### src/rtl/mandelbrot_pkg.sv
// Shared definitions for the mandelbrot block dispatcher.
//   state_e     : dispatcher FSM states (idle / issuing / draining results)
//   core_idx_w  : width of a round-robin core pointer for a given core count
package mandelbrot_pkg;

    typedef enum logic [1:0] {
        StIdle  = 2'd0,
        StRun   = 2'd1,
        StDrain = 2'd2
    } state_e;

    // clog2(n), but never narrower than one bit so a single-core build still has a pointer.
    function automatic int unsigned core_idx_w(input int unsigned n);
        return (n > 1) ? $clog2(n) : 1;
    endfunction

endpackage

### src/rtl/pixel_scanner.sv
// Raster-order pixel walker for one block job.
//   CLK, RST         : clock, synchronous active-high reset
//   load             : latch start point, step and block size; restart at pixel (0,0)
//   next             : advance to the next pixel in raster order
//   start_real/imag  : c of pixel (0,0)
//   step             : per-pixel increment on both axes
//   block_w/block_h  : block width/height minus 1
//   c_real/c_imag    : c of the current pixel
//   last_pixel       : current pixel is the final one of the block
module pixel_scanner #(
    parameter int unsigned N     = 16,
    parameter int unsigned DIM_W = 8
) (
    input  logic             CLK,
    input  logic             RST,
    input  logic             load,
    input  logic             next,
    input  logic [N-1:0]     start_real,
    input  logic [N-1:0]     start_imag,
    input  logic [N-1:0]     step,
    input  logic [DIM_W-1:0] block_w,
    input  logic [DIM_W-1:0] block_h,
    output logic [N-1:0]     c_real,
    output logic [N-1:0]     c_imag,
    output logic             last_pixel
);

    logic [DIM_W-1:0] x_q, y_q, w_q, h_q;
    logic [N-1:0]     row_real_q, step_q, c_real_q, c_imag_q;

    always_ff @(posedge CLK) begin
        if (RST) begin
            x_q        <= '0;
            y_q        <= '0;
            w_q        <= '0;
            h_q        <= '0;
            row_real_q <= '0;
            step_q     <= '0;
            c_real_q   <= '0;
            c_imag_q   <= '0;
        end else if (load) begin
            x_q        <= '0;
            y_q        <= '0;
            w_q        <= block_w;
            h_q        <= block_h;
            row_real_q <= start_real;
            step_q     <= step;
            c_real_q   <= start_real;
            c_imag_q   <= start_imag;
        end else if (next) begin
            if (x_q == w_q) begin
                // Row wrap: real part restarts at the latched origin, imag steps once.
                x_q      <= '0;
                y_q      <= y_q + DIM_W'(1);
                c_real_q <= row_real_q;
                c_imag_q <= c_imag_q + step_q;
            end else begin
                x_q      <= x_q + DIM_W'(1);
                c_real_q <= c_real_q + step_q;
            end
        end
    end

    assign c_real     = c_real_q;
    assign c_imag     = c_imag_q;
    assign last_pixel = (x_q == w_q) && (y_q == h_q);

endmodule

### src/rtl/mandelbrot_dispatcher.sv
// Block job dispatcher: scans one block in raster order, hands pixels round-robin to
// NUM_CORES mandelbrot cores and streams the iteration counts back in raster order.
//   CLK, RST                   : clock, synchronous active-high reset
//   cfg_*                      : job request (valid/ready) with start point, step, size-1
//   abort                      : drop the current job, return to idle
//   core_run                   : one-cycle start pulse per core
//   core_c_real/core_c_imag    : per-core c, slice [i*N +: N], held until result consumed
//   core_done/core_count       : per-core done level and result, slice [i*NC +: NC]
//   out_valid/out_ready        : result stream handshake
//   out_data/out_last          : iteration count, final-pixel marker
//   busy                       : job in progress
module mandelbrot_dispatcher
    import mandelbrot_pkg::*;
#(
    parameter int unsigned N         = 16,
    parameter int unsigned NC        = 8,
    parameter int unsigned NUM_CORES = 4,
    parameter int unsigned DIM_W     = 8
) (
    input  logic                    CLK,
    input  logic                    RST,
    input  logic                    cfg_valid,
    output logic                    cfg_ready,
    input  logic [N-1:0]            cfg_c_real,
    input  logic [N-1:0]            cfg_c_imag,
    input  logic [N-1:0]            cfg_c_step,
    input  logic [DIM_W-1:0]        cfg_block_w,
    input  logic [DIM_W-1:0]        cfg_block_h,
    input  logic                    abort,
    output logic [NUM_CORES-1:0]    core_run,
    output logic [NUM_CORES*N-1:0]  core_c_real,
    output logic [NUM_CORES*N-1:0]  core_c_imag,
    input  logic [NUM_CORES-1:0]    core_done,
    input  logic [NUM_CORES*NC-1:0] core_count,
    output logic                    out_valid,
    input  logic                    out_ready,
    output logic [NC-1:0]           out_data,
    output logic                    out_last,
    output logic                    busy
);

    localparam int unsigned CORE_IDX_W = core_idx_w(NUM_CORES);
    localparam int unsigned CNT_W      = 2 * DIM_W + 1;
    localparam logic [CORE_IDX_W-1:0] PTR_MAX = CORE_IDX_W'(NUM_CORES - 1);

    function automatic logic [CORE_IDX_W-1:0] ptr_inc(input logic [CORE_IDX_W-1:0] p);
        return (p == PTR_MAX) ? '0 : p + CORE_IDX_W'(1);
    endfunction

    state_e                  state_q;
    logic                    busy_q, cfg_ready_q;
    logic [CORE_IDX_W-1:0]   issue_ptr_q, emit_ptr_q;
    logic [NUM_CORES-1:0]    issued_q;
    logic [NUM_CORES-1:0]    run_q;      // start pulse, also first guard cycle
    logic [NUM_CORES-1:0]    run_d1_q;   // second guard cycle
    logic [N-1:0]            c_real_q [NUM_CORES];
    logic [N-1:0]            c_imag_q [NUM_CORES];
    logic [CNT_W-1:0]        emit_cnt_q, last_idx_q;

    logic                    cfg_fire, issue_fire, out_fire;
    logic [NUM_CORES-1:0]    guard_ok;
    logic [N-1:0]            scan_c_real, scan_c_imag;
    logic                    scan_last;
    logic [DIM_W:0]          w_plus1, h_plus1;
    logic [CNT_W-1:0]        job_last_idx;
    logic [NC-1:0]           count_arr [NUM_CORES];

    pixel_scanner #(
        .N     (N),
        .DIM_W (DIM_W)
    ) u_scanner (
        .CLK        (CLK),
        .RST        (RST),
        .load       (cfg_fire),
        .next       (issue_fire),
        .start_real (cfg_c_real),
        .start_imag (cfg_c_imag),
        .step       (cfg_c_step),
        .block_w    (cfg_block_w),
        .block_h    (cfg_block_h),
        .c_real     (scan_c_real),
        .c_imag     (scan_c_imag),
        .last_pixel (scan_last)
    );

    // Index of the final pixel: (w+1)*(h+1)-1, fits CNT_W bits even for the largest block.
    assign w_plus1      = {1'b0, cfg_block_w} + (DIM_W + 1)'(1);
    assign h_plus1      = {1'b0, cfg_block_h} + (DIM_W + 1)'(1);
    assign job_last_idx = CNT_W'(w_plus1) * CNT_W'(h_plus1) - CNT_W'(1);

    assign cfg_fire   = cfg_valid & cfg_ready_q;
    assign issue_fire = (state_q == StRun) & ~abort & ~issued_q[issue_ptr_q];
    // done is untrustworthy until two cycles after the run pulse.
    assign guard_ok   = ~run_q & ~run_d1_q;

    always_comb begin
        for (int i = 0; i < NUM_CORES; i++) begin
            count_arr[i] = core_count[i*NC +: NC];
        end
    end

    assign out_valid = busy_q & issued_q[emit_ptr_q] & core_done[emit_ptr_q]
                       & guard_ok[emit_ptr_q];
    assign out_data  = count_arr[emit_ptr_q];
    assign out_last  = out_valid & (emit_cnt_q == last_idx_q);
    assign out_fire  = out_valid & out_ready;

    always_ff @(posedge CLK) begin
        if (RST) begin
            state_q     <= StIdle;
            busy_q      <= 1'b0;
            cfg_ready_q <= 1'b1;
            issue_ptr_q <= '0;
            emit_ptr_q  <= '0;
            issued_q    <= '0;
            run_q       <= '0;
            run_d1_q    <= '0;
            emit_cnt_q  <= '0;
            last_idx_q  <= '0;
            for (int i = 0; i < NUM_CORES; i++) begin
                c_real_q[i] <= '0;
                c_imag_q[i] <= '0;
            end
        end else begin
            run_q    <= '0;
            run_d1_q <= run_q;
            unique case (state_q)
                StIdle: begin
                    if (cfg_valid) begin
                        state_q     <= StRun;
                        busy_q      <= 1'b1;
                        cfg_ready_q <= 1'b0;
                        issue_ptr_q <= '0;
                        emit_ptr_q  <= '0;
                        emit_cnt_q  <= '0;
                        last_idx_q  <= job_last_idx;
                    end
                end
                StRun, StDrain: begin
                    if (abort) begin
                        // Cores keep running; clearing issued makes their results ignored.
                        state_q     <= StIdle;
                        busy_q      <= 1'b0;
                        cfg_ready_q <= 1'b1;
                        issued_q    <= '0;
                    end else begin
                        // Issue needs !issued and emit needs issued, so they never hit
                        // the same core in one cycle.
                        if (issue_fire) begin
                            issued_q[issue_ptr_q] <= 1'b1;
                            run_q[issue_ptr_q]    <= 1'b1;
                            c_real_q[issue_ptr_q] <= scan_c_real;
                            c_imag_q[issue_ptr_q] <= scan_c_imag;
                            issue_ptr_q           <= ptr_inc(issue_ptr_q);
                            if (scan_last) begin
                                state_q <= StDrain;
                            end
                        end
                        if (out_fire) begin
                            issued_q[emit_ptr_q] <= 1'b0;
                            emit_ptr_q           <= ptr_inc(emit_ptr_q);
                            emit_cnt_q           <= emit_cnt_q + CNT_W'(1);
                            if (out_last) begin
                                state_q     <= StIdle;
                                busy_q      <= 1'b0;
                                cfg_ready_q <= 1'b1;
                            end
                        end
                    end
                end
                default: begin
                    state_q     <= StIdle;
                    busy_q      <= 1'b0;
                    cfg_ready_q <= 1'b1;
                end
            endcase
        end
    end

    always_comb begin
        core_c_real = '0;
        core_c_imag = '0;
        for (int i = 0; i < NUM_CORES; i++) begin
            core_c_real[i*N +: N] = c_real_q[i];
            core_c_imag[i*N +: N] = c_imag_q[i];
        end
    end

    assign core_run  = run_q;
    assign busy      = busy_q;
    assign cfg_ready = cfg_ready_q;

endmodule
### config.mk
export PLATFORM = sky130hd
export DESIGN_NAME = mandelbrot_dispatcher
export DESIGN_NICKNAME = d
export VERILOG_FILES = /design/src/rtl/mandelbrot_pkg.sv /design/src/rtl/pixel_scanner.sv /design/src/rtl/mandelbrot_dispatcher.sv
export SDC_FILE = /design/constraint.sdc
export NUM_CORES = 1
export LEC_CHECK = 0
export CAP_MARGIN = 40
export CORE_MARGIN = 5
export CORE_UTILIZATION = 45
export CTS_CLUSTER_DIAMETER = 200
export DETAILED_ROUTE_END_ITERATION = 12
export HOLD_SLACK_MARGIN = 0.12
export PLACE_DENSITY = 0.72
export SYNTH_ARGS = -nofsm -noshare
export SYNTH_HDL_FRONTEND = slang
export SYNTH_SLANG_ARGS = --single-unit
### constraint.sdc
create_clock -name CLK -period 16.7 [get_ports CLK]
set_input_delay 1.67 -clock CLK [delete_from_list [all_inputs] [get_ports CLK]]
set_output_delay 1.67 -clock CLK [all_outputs]
set_load 0.005 [all_outputs]
==> summary.md, run 1 <==
| Metric | Value |
|---|---|
| CTS tree | `done` |
| Vias in the first global route | `approximately 12k` |
| Die H | `between 150 and 200 µm` |
| Gates resized, CTS repair | `0` |
| Min Tclk post-route | `8.12 ns` |
| Average wire per standard cell | `17.9 µm` |
| Die Wd | `between 150 and 200 µm` |
| Mux cell area share after synthesis | `between 1.5 and 2%` |
| Initial core utilization | `a little under half` |
| Via count | `~12k` |
| Yosys reg bits | `278` |
| Worst setup SP type | `input pin` |
| Total Power | `~0.0024 W` |
| Gr ovfl total | `0` |
| RSZ-0062 raised after global routing | `false` |
| Setup Skew | `about 0.027 ns` |
| Mean Syn Cell Area | `a little under 10 µm²` |
| Syn nets | `1867` |
| Layout area overhead | `25.8%` |
| Hold Path Stages | `2` |
| Hold Vio Cnt, Final | `0` |
| Gpl congestion | `0.907` |
| Worst slew pin tran | `just over 0.9 ns` |
| Predominant post-synthesis flop cell | `dfxtp_1` |
| Reg clk slew, reported paths | `roughly 0.060 ns` |
| Xor and xnor area share after synthesis | `between 6 and 7%` |
| CORE AREA | `about 0.035 mm²` |
| Max Cap Viol | `0` |
| Worst Hold Endpoint | `u_scanner.row_real_q[13]` |
| Hold_sp | `u_scanner.row_real_q[13]` |
| # hold bufs at CTS | `0` |
| Final Cell Area | `between 0.015 and 0.02 mm²` |
| Final setup violation count | `0` |
| Worst R2R Start | `issue_ptr_q[0]` |
| Crit path arrival time | `~8.6 ns` |
| Register area share after synthesis | `a little over two fifths` |
| Post-DRT Antenna Nets | `0` |
| Row count | `68` |
| Fin nets | `roughly 2.1k` |
| CP Max Fanout | `13` |
| Leak | `7.96 nW` |
| Post-detail-place hpwl | `between 30 and 40 mm` |
| Clk Latency, worst-skew pair | `0.56 ns` |
| DR DRC count | `0` |
| Area of the multi-input gates | `between 0.008 and 0.009 mm²` |
| Final-layout fill cell count | `about 3.0k` |
| Flip-flop and latch area | `around 0.0068 mm²` |
| Asr flop ratio synth | `0%` |
| Outcome | `finished clean` |
| Die Area | `just under 0.04 mm²` |
| Routed wire length | `41.6 mm` |
| Max-slew violation count | `0` |
| FMAX | `between 100 and 150 MHz` |
| Period utilization | `between 40 and 50%` |
| Postcts setup bufs | `0` |
| Hold WS | `roughly 0.46 ns` |
| Cells after synthesis | `about 1.6k` |
| I/O Pins | `about 250` |
| Via density | `about 5.3` |
| Post-Syn Area | `0.0158 mm²` |
| CTS sink cnt | `278` |
| First-pass GRT wire length | `65.3 mm` |
| Cts bufs inserted | `29` |
| Layout cell share with drive strength beyond 1 | `5.65%` |
| DR iter-0 viols | `~740` |
| Post-DP Area | `around 0.019 mm²` |
| Adder-cell share of the synthesized area | `between 10% and 20%` |
| Drt pass-1 iters | `5` |
| Pin count of the biggest net entering global routing | `between 80 and 90` |
| H-tree depth | `1` |
| Largest family of logic cells by synthesized area | `simple AND/OR/NAND/NOR gates` |
| I/O Buffers | `roughly 250` |
| Count of flip-flops with a built-in enable after synthesis | `128` |
| Area fraction in compound gates after synthesis | `11.0%` |
| R2R Path End | `c_imag_q[1][2]` |
| Synthesis Warnings | `0` |
| Initial antenna violation count | `5` |
| Distinct cell type count after synthesis | `73` |
| Setup TNS | `0 ns` |
| Worst setup EP type | `register` |
| Critical path type | `input pin to register` |
| CP required | `around 17 ns` |
| Worst R2R Path Depth | `8` |
| Setup crit start | `cfg_block_w[0]` |
| Slew headroom | `a little under two fifths` |
| Worst Hold Class | `register to register` |
| Max IR drop VDD | `0.0966 mV` |
| Overall routing resource usage | `20.8%` |
| Post-Synth Simple-Gate Area | `a little under a fifth` |
| Clk root buf | `clkbuf_16` |
| Pwr dens | `119 mW/mm²` |
| R2r setup slk | `roughly 13 ns` |
| CTS Buffer Depth | `3` |
==> worst max path at each step <==
stage	slack (ns)	end	depth (start not counted)
after floorplan	9.42	last_idx_q[15]	21
after global placement	8.30	last_idx_q[15]	22
after detailed placement	8.08	last_idx_q[15]	22
after CTS	8.62	last_idx_q[15]	22
after global routing	8.21	last_idx_q[15]	22
final	8.58	last_idx_q[15]	22
==> Yosys cell counts (4+ instances only) <==
master / instances / area, µm²
fa_1: 55 / 1100
nor3_1: 17 / 85.1
buf_2: 5 / 25.0
edfxtp_1: 128 / 3840
o21ai_0: 35 / 175
nor2b_1: 13 / 81.3
and4_1: 7 / 61.3
nand2_1: 220 / 826
a21oi_1: 120 / 601
o22ai_1: 4 / 25.0
xor2_1: 47 / 412
a31oi_1: 8 / 50.1
clkbuf_1: 59 / 221
nor4_1: 14 / 87.6
o21a_1: 11 / 82.6
and3_1: 10 / 62.6
a21o_1: 10 / 75.1
nand3_1: 26 / 130
nand4_1: 16 / 100
ha_1: 94 / 1180
dfxtp_1: 150 / 3000
and2_1: 135 / 845
a211oi_1: 16 / 120
buf_1: 7 / 26.3
o31a_1: 5 / 43.8
mux2i_1: 6 / 60.1
a311oi_1: 8 / 70.1
nor2_1: 107 / 402
or2_2: 6 / 37.5
nand2b_1: 19 / 119
inv_1: 108 / 405
xnor2_1: 61 / 534
o211ai_1: 17 / 128
o21bai_1: 6 / 45.0
mux4_2: 8 / 180
==> cells by family (layout without fill, tap and decap cells) <==
logic type / count (synthesis) / count (layout)
DFF: 278 / 278
adders and majority gates: 149 / 149
buffers and inverters: 180 / 426
other: 0 / 4
muxes: 15 / 15
xor gates and xnor gates: 108 / 108
AOI/OAI and AO/OA: 273 / 273
and+or+nand+nor: 610 / 610
==> routing by layer <==
| layer | vias up | global-route usage (%) | share of wire, % |
|---|---|---|---|
| met5 | - | 0 | 0.048 |
| met4 | 2 | 6.70 | 2.8 |
| met3 | 70 | 2.73 | 5.2 |
| met2 | 341 | 35.8 | 49 |
| met1 | 5858 | 27.3 | 43 |
| li1 | 5972 | - | - |
==> registers in the layout, indices dropped and copies added (netlist names), 16 cells and up <==
signal / count
c_imag_q: 64
c_real_q: 64
emit_cnt_q: 17
last_idx_q: 17
u_scanner.c_imag: 16
u_scanner.c_real: 16
u_scanner.row_real_q: 16
u_scanner.step_q: 16
==> through the flow <==
stage / setup slack, ns / std cells / util (%)
2_1_floorplan: 9.42 / 1613 / -
3_3_place_gp: 8.30 / 2257 / 54.0
3_5_place_dp: 8.08 / 2260 / 54.2
4_1_cts: 8.62 / 2314 / 57.3
5_1_grt: 8.21 / 2318 / 57.4
6_report: 8.58 / 2318 / 57.4
==> worst max-delay path, cell delays in order <==
cell             delay [ns]
clkdlybuf4s50_1        0.75
ha_1                   0.30
nand3_1                0.19
nor2_1                 0.32
xor2_1                 0.50
nand2_1                0.15
fa_1                   0.53
inv_1                  0.05
fa_1                   0.51
fa_1                   0.45
fa_1                   0.55
inv_1                  0.05
fa_1                   0.53
inv_1                  0.04
ha_1                   0.36
a21o_1                 0.20
a21o_1                 0.17
a21o_1                 0.20
or3b_1                 0.37
o21ai_0                0.23
nor4_1                 0.08
a311o_1                0.33
==> cells in the final DEF (no fill, tap or decap), drive strengths merged, types with 16 or more instances in the layout <==
cell type,count
o21ai,38
a21oi,122
edfxtp,128
nor3,20
a211oi,16
nor2,108
clkbuf,31
xnor2,61
nand2b,19
buf,17
fa,55
o211ai,18
and2,136
inv,110
xor2,47
nand2,220
ha,94
clkdlybuf4s50,247
nand4,16
dfxtp,150
nand3,26
==> report_power, final <==
group / internal [W] / switching (W) / leakage (nW)
combinational: 0.000365 / 0.000460 / 4.88
sequential: 0.000758 / 0.0000441 / 2.55
clock: 0.000449 / 0.000277 / 0.524
==> area by class of cell <==
type / instances / area share [%]
clock inverter: 23 / 1.75
sequential: 278 / 34.6
inverter: 108 / 2.05
tap: 455 / 2.87
timing repair buffer: 264 / 13.3
clock buffer: 31 / 3.75
antenna: 4 / 0.0505
multi-input combinational: 1155 / 41.7
Power figures use the tool's default switching activity.
==> inputs of run 2 (changes only) <==
--- a/config.mk
+++ b/config.mk
@@ -11,7 +11,7 @@
 export CTS_CLUSTER_DIAMETER = 200
 export DETAILED_ROUTE_END_ITERATION = 12
 export HOLD_SLACK_MARGIN = 0.12
-export PLACE_DENSITY = 0.72
+export PLACE_DENSITY = 0.74
 export SYNTH_ARGS = -nofsm -noshare
 export SYNTH_HDL_FRONTEND = slang
 export SYNTH_SLANG_ARGS = --single-unit
==> constraint.sdc (replaced) <==
create_clock -name CLK -period 6.8 [get_ports CLK]
set_input_delay 0.68 -clock CLK [delete_from_list [all_inputs] [get_ports CLK]]
set_output_delay 0.68 -clock CLK [all_outputs]
set_load 0.005 [all_outputs]
==> run 2 against run 1 <==
Effect of this change:
- sequential power rose by 150%
- hold slack lost 0.0016 ns
- combinational power grew to 2.6 times the previous value
- first-iteration DRC count increased by 0.41%
- highest routed layer is now met4
- largest cell class unchanged
- via count is 0.92% higher
- register-to-register slack got worse by 9.5 ns
- sequential share of layout area rose by 0.063 points
- critical path type unchanged
==> summary.md, run 2 (synthesis results as in run 1) <==
| Metric | Value |
|---|---|
| Outcome | `finished clean` |
| Clk root buf | `clkbuf_16` |
| CTS tree | `done` |
| Final setup violation count | `0 (unchanged)` |
| I/O Pins | `249 (unchanged)` |
| Initial antenna violation count | `2 (-3)` |
| Worst slew pin tran | `0.897 ns (-0.0218 ns)` |
| Worst setup EP type | `register` |
| Max IR drop VDD | `0.254 mV (+160%)` |
| DR DRC count | `0 (unchanged)` |
| Post-DRT Antenna Nets | `0 (unchanged)` |
| Worst setup SP type | `input pin` |
| First-pass GRT wire length | `67.1 mm (+2.8%)` |
| Gpl congestion | `0.912 (+0.56%)` |
| Overall routing resource usage | `21.2% (+0.41 points)` |
| Via density | `5.28 (about the same)` |
| Initial core utilization | `45.6% (unchanged)` |
| FMAX | `between 150 and 200 MHz` |
| H-tree depth | `1 (unchanged)` |
| Biggest regs | `c_imag_q (64), c_real_q (64)` |
| Die Wd | `197 µm (unchanged)` |
| Setup Skew | `0.0272 ns (-0.000315 ns)` |
| Pwr dens | `280 mW/mm² (+140%)` |
| Setup TNS | `0 ns (unchanged)` |
| Via count | `12.4k (+0.92%)` |
| Final-layout fill cell count | `3052 (+2.2%)` |
| RSZ-0062 raised after global routing | `false` |
| Post-detail-place hpwl | `32.3 mm (+3.3%)` |
| Worst Hold Class | `register to register` |
| Vias in the first global route | `12.5k (+3.2%)` |
| Fin nets | `2114 (+1.1%)` |
| Layout area overhead | `25.5%` |
| Gates resized, CTS repair | `0 (unchanged)` |
| Die Area | `0.0389 mm² (unchanged)` |
| Commonest non-fill, non-tap cell in the layout | `clkdlybuf4s50_1` |
| Drt pass-1 iters | `5 (unchanged)` |
| Final Cell Area | `0.0198 mm² (-0.18%)` |
| Cts bufs inserted | `29 (unchanged)` |
| CORE AREA | `0.0345 mm² (unchanged)` |
| Reg clk slew, reported paths | `0.06 ns (about the same)` |
| Row count | `68 (unchanged)` |
| Routed wire length | `42.3 mm (+1.7%)` |
| Die H | `197 µm (unchanged)` |
| CTS Buffer Depth | `3 (unchanged)` |
| Crit path arrival time | `6.63 ns (-1.92 ns)` |
| Core Util, Final | `57.3% (-0.11 points)` |
| Critical path type | `input pin to register` |
| Post-DP Area | `0.0189 mm² (+0.99%)` |
| Layout cell share with drive strength beyond 1 | `6.27% (+0.62 points)` |
| Commonest cells after routing, fill and taps aside | `clkdlybuf4s50_1 (247), nand2_1 (219), dfxtp_1 (150)` |
| Max Cap Viol | `0 (unchanged)` |
| Min Tclk post-route | `about 6.2 ns` |
| Hold Vio Cnt, Final | `0 (unchanged)` |
| I/O Buffers | `248 (unchanged)` |
| Flip-flop and latch area | `0.00685 mm² (unchanged)` |
| Placed insts | `2284 (+1.1%)` |
| Area of the multi-input gates | `0.00826 mm² (unchanged)` |
| Max-slew violation count | `0 (unchanged)` |
| Average wire per standard cell | `18.1 µm (+0.76%)` |
| CP Max Fanout | `5 (-8)` |
| Postcts setup bufs | `0 (unchanged)` |
| # hold bufs at CTS | `0 (unchanged)` |
| Period utilization | `between 90% and 100%` |
| Leak | `7.97 nW (+0.19%)` |
| Post-Layout Cell Count | `2340 (+0.95%)` |
| Slew headroom | `40.1% (+1.8 points)` |
| Gr ovfl total | `0 (unchanged)` |
| Clk Latency, worst-skew pair | `0.55 ns (about the same)` |
| CTS sink cnt | `278 (unchanged)` |
| Pin count of the biggest net entering global routing | `82 (-1.2%)` |
| CP required | `7.22 ns (-9.91 ns)` |
| DR iter-0 viols | `738 (+0.41%)` |
==> run 2: worst paths after layout <==
kind | slack (ns) | cells after the start | from | endpoint
min | 0.46 | 2 | u_scanner.row_real_q[9] | u_scanner.row_real_q[9]
max | 0.59 | 23 | cfg_block_w[1] | last_idx_q[15]
min reg2reg | 0.46 | 2 | u_scanner.row_real_q[9] | u_scanner.row_real_q[9]
max reg2reg | 3.33 | 8 | issue_ptr_q[0] | state_q[1]
==> run 2: power by group <==
group / switching (W) / internal (W) / total [W]
combinational: 0.00116 / 0.000947 / 0.00211
sequential: 0.000107 / 0.00186 / 0.00197
clock: 0.000642 / 0.000826 / 0.00147
total: 0.00191 / 0.00364 / 0.00554
==> run 2: stage by stage <==
| step | total power (W) | hold slack, ns | setup WS [ns] |
|---|---|---|---|
| after floorplan | 0.00348 | 0.436 | 0.512 |
| after global placement | 0.00405 | 0.442 | 0.133 |
| after detailed placement | 0.00411 | 0.447 | 0.0200 |
| after CTS | 0.00559 | 0.455 | 0.592 |
| after global routing | 0.00595 | 0.470 | 0.240 |
| final | 0.00554 | 0.455 | 0.592 |
==> run 2: routing by layer <==
| metal | GRT usage (%) | up-vias | share of wire [%] |
|---|---|---|---|
| li1 | - | 6004 | - |
| met3 | 2.64 | 62 | 5.4 |
| met2 | 37.4 | 331 | 50 |
| met1 | 27.7 | 5959 | 42 |
| met4 | 5.44 | 0 | 2.2 |
| met5 | 0 | - | 0 |
==> run 2: critical path, cell delays in order <==
cell	delay [ns]
clkdlybuf4s50_1	0.52
ha_1	0.19
nand3_1	0.10
nor2_1	0.19
xor2_1	0.22
buf_4	0.19
nand2_1	0.07
fa_1	0.49
inv_1	0.05
fa_1	0.52
fa_1	0.45
fa_1	0.59
inv_1	0.07
fa_1	0.54
inv_1	0.04
ha_1	0.20
a21o_1	0.19
a21o_1	0.17
a21o_1	0.20
or3b_1	0.36
o21ai_0	0.19
nor4_1	0.07
a311o_1	0.34
==> run 2: cell type report <==
class	instances	area share (%)
inverters	108	2.05
flip-flops and latches	278	34.6
repair buffers	288	14.2
clock buffers	38	3.84
diodes	2	0.0253
clock inverters	16	0.576
multi-input cells	1155	41.8
well taps	455	2.88
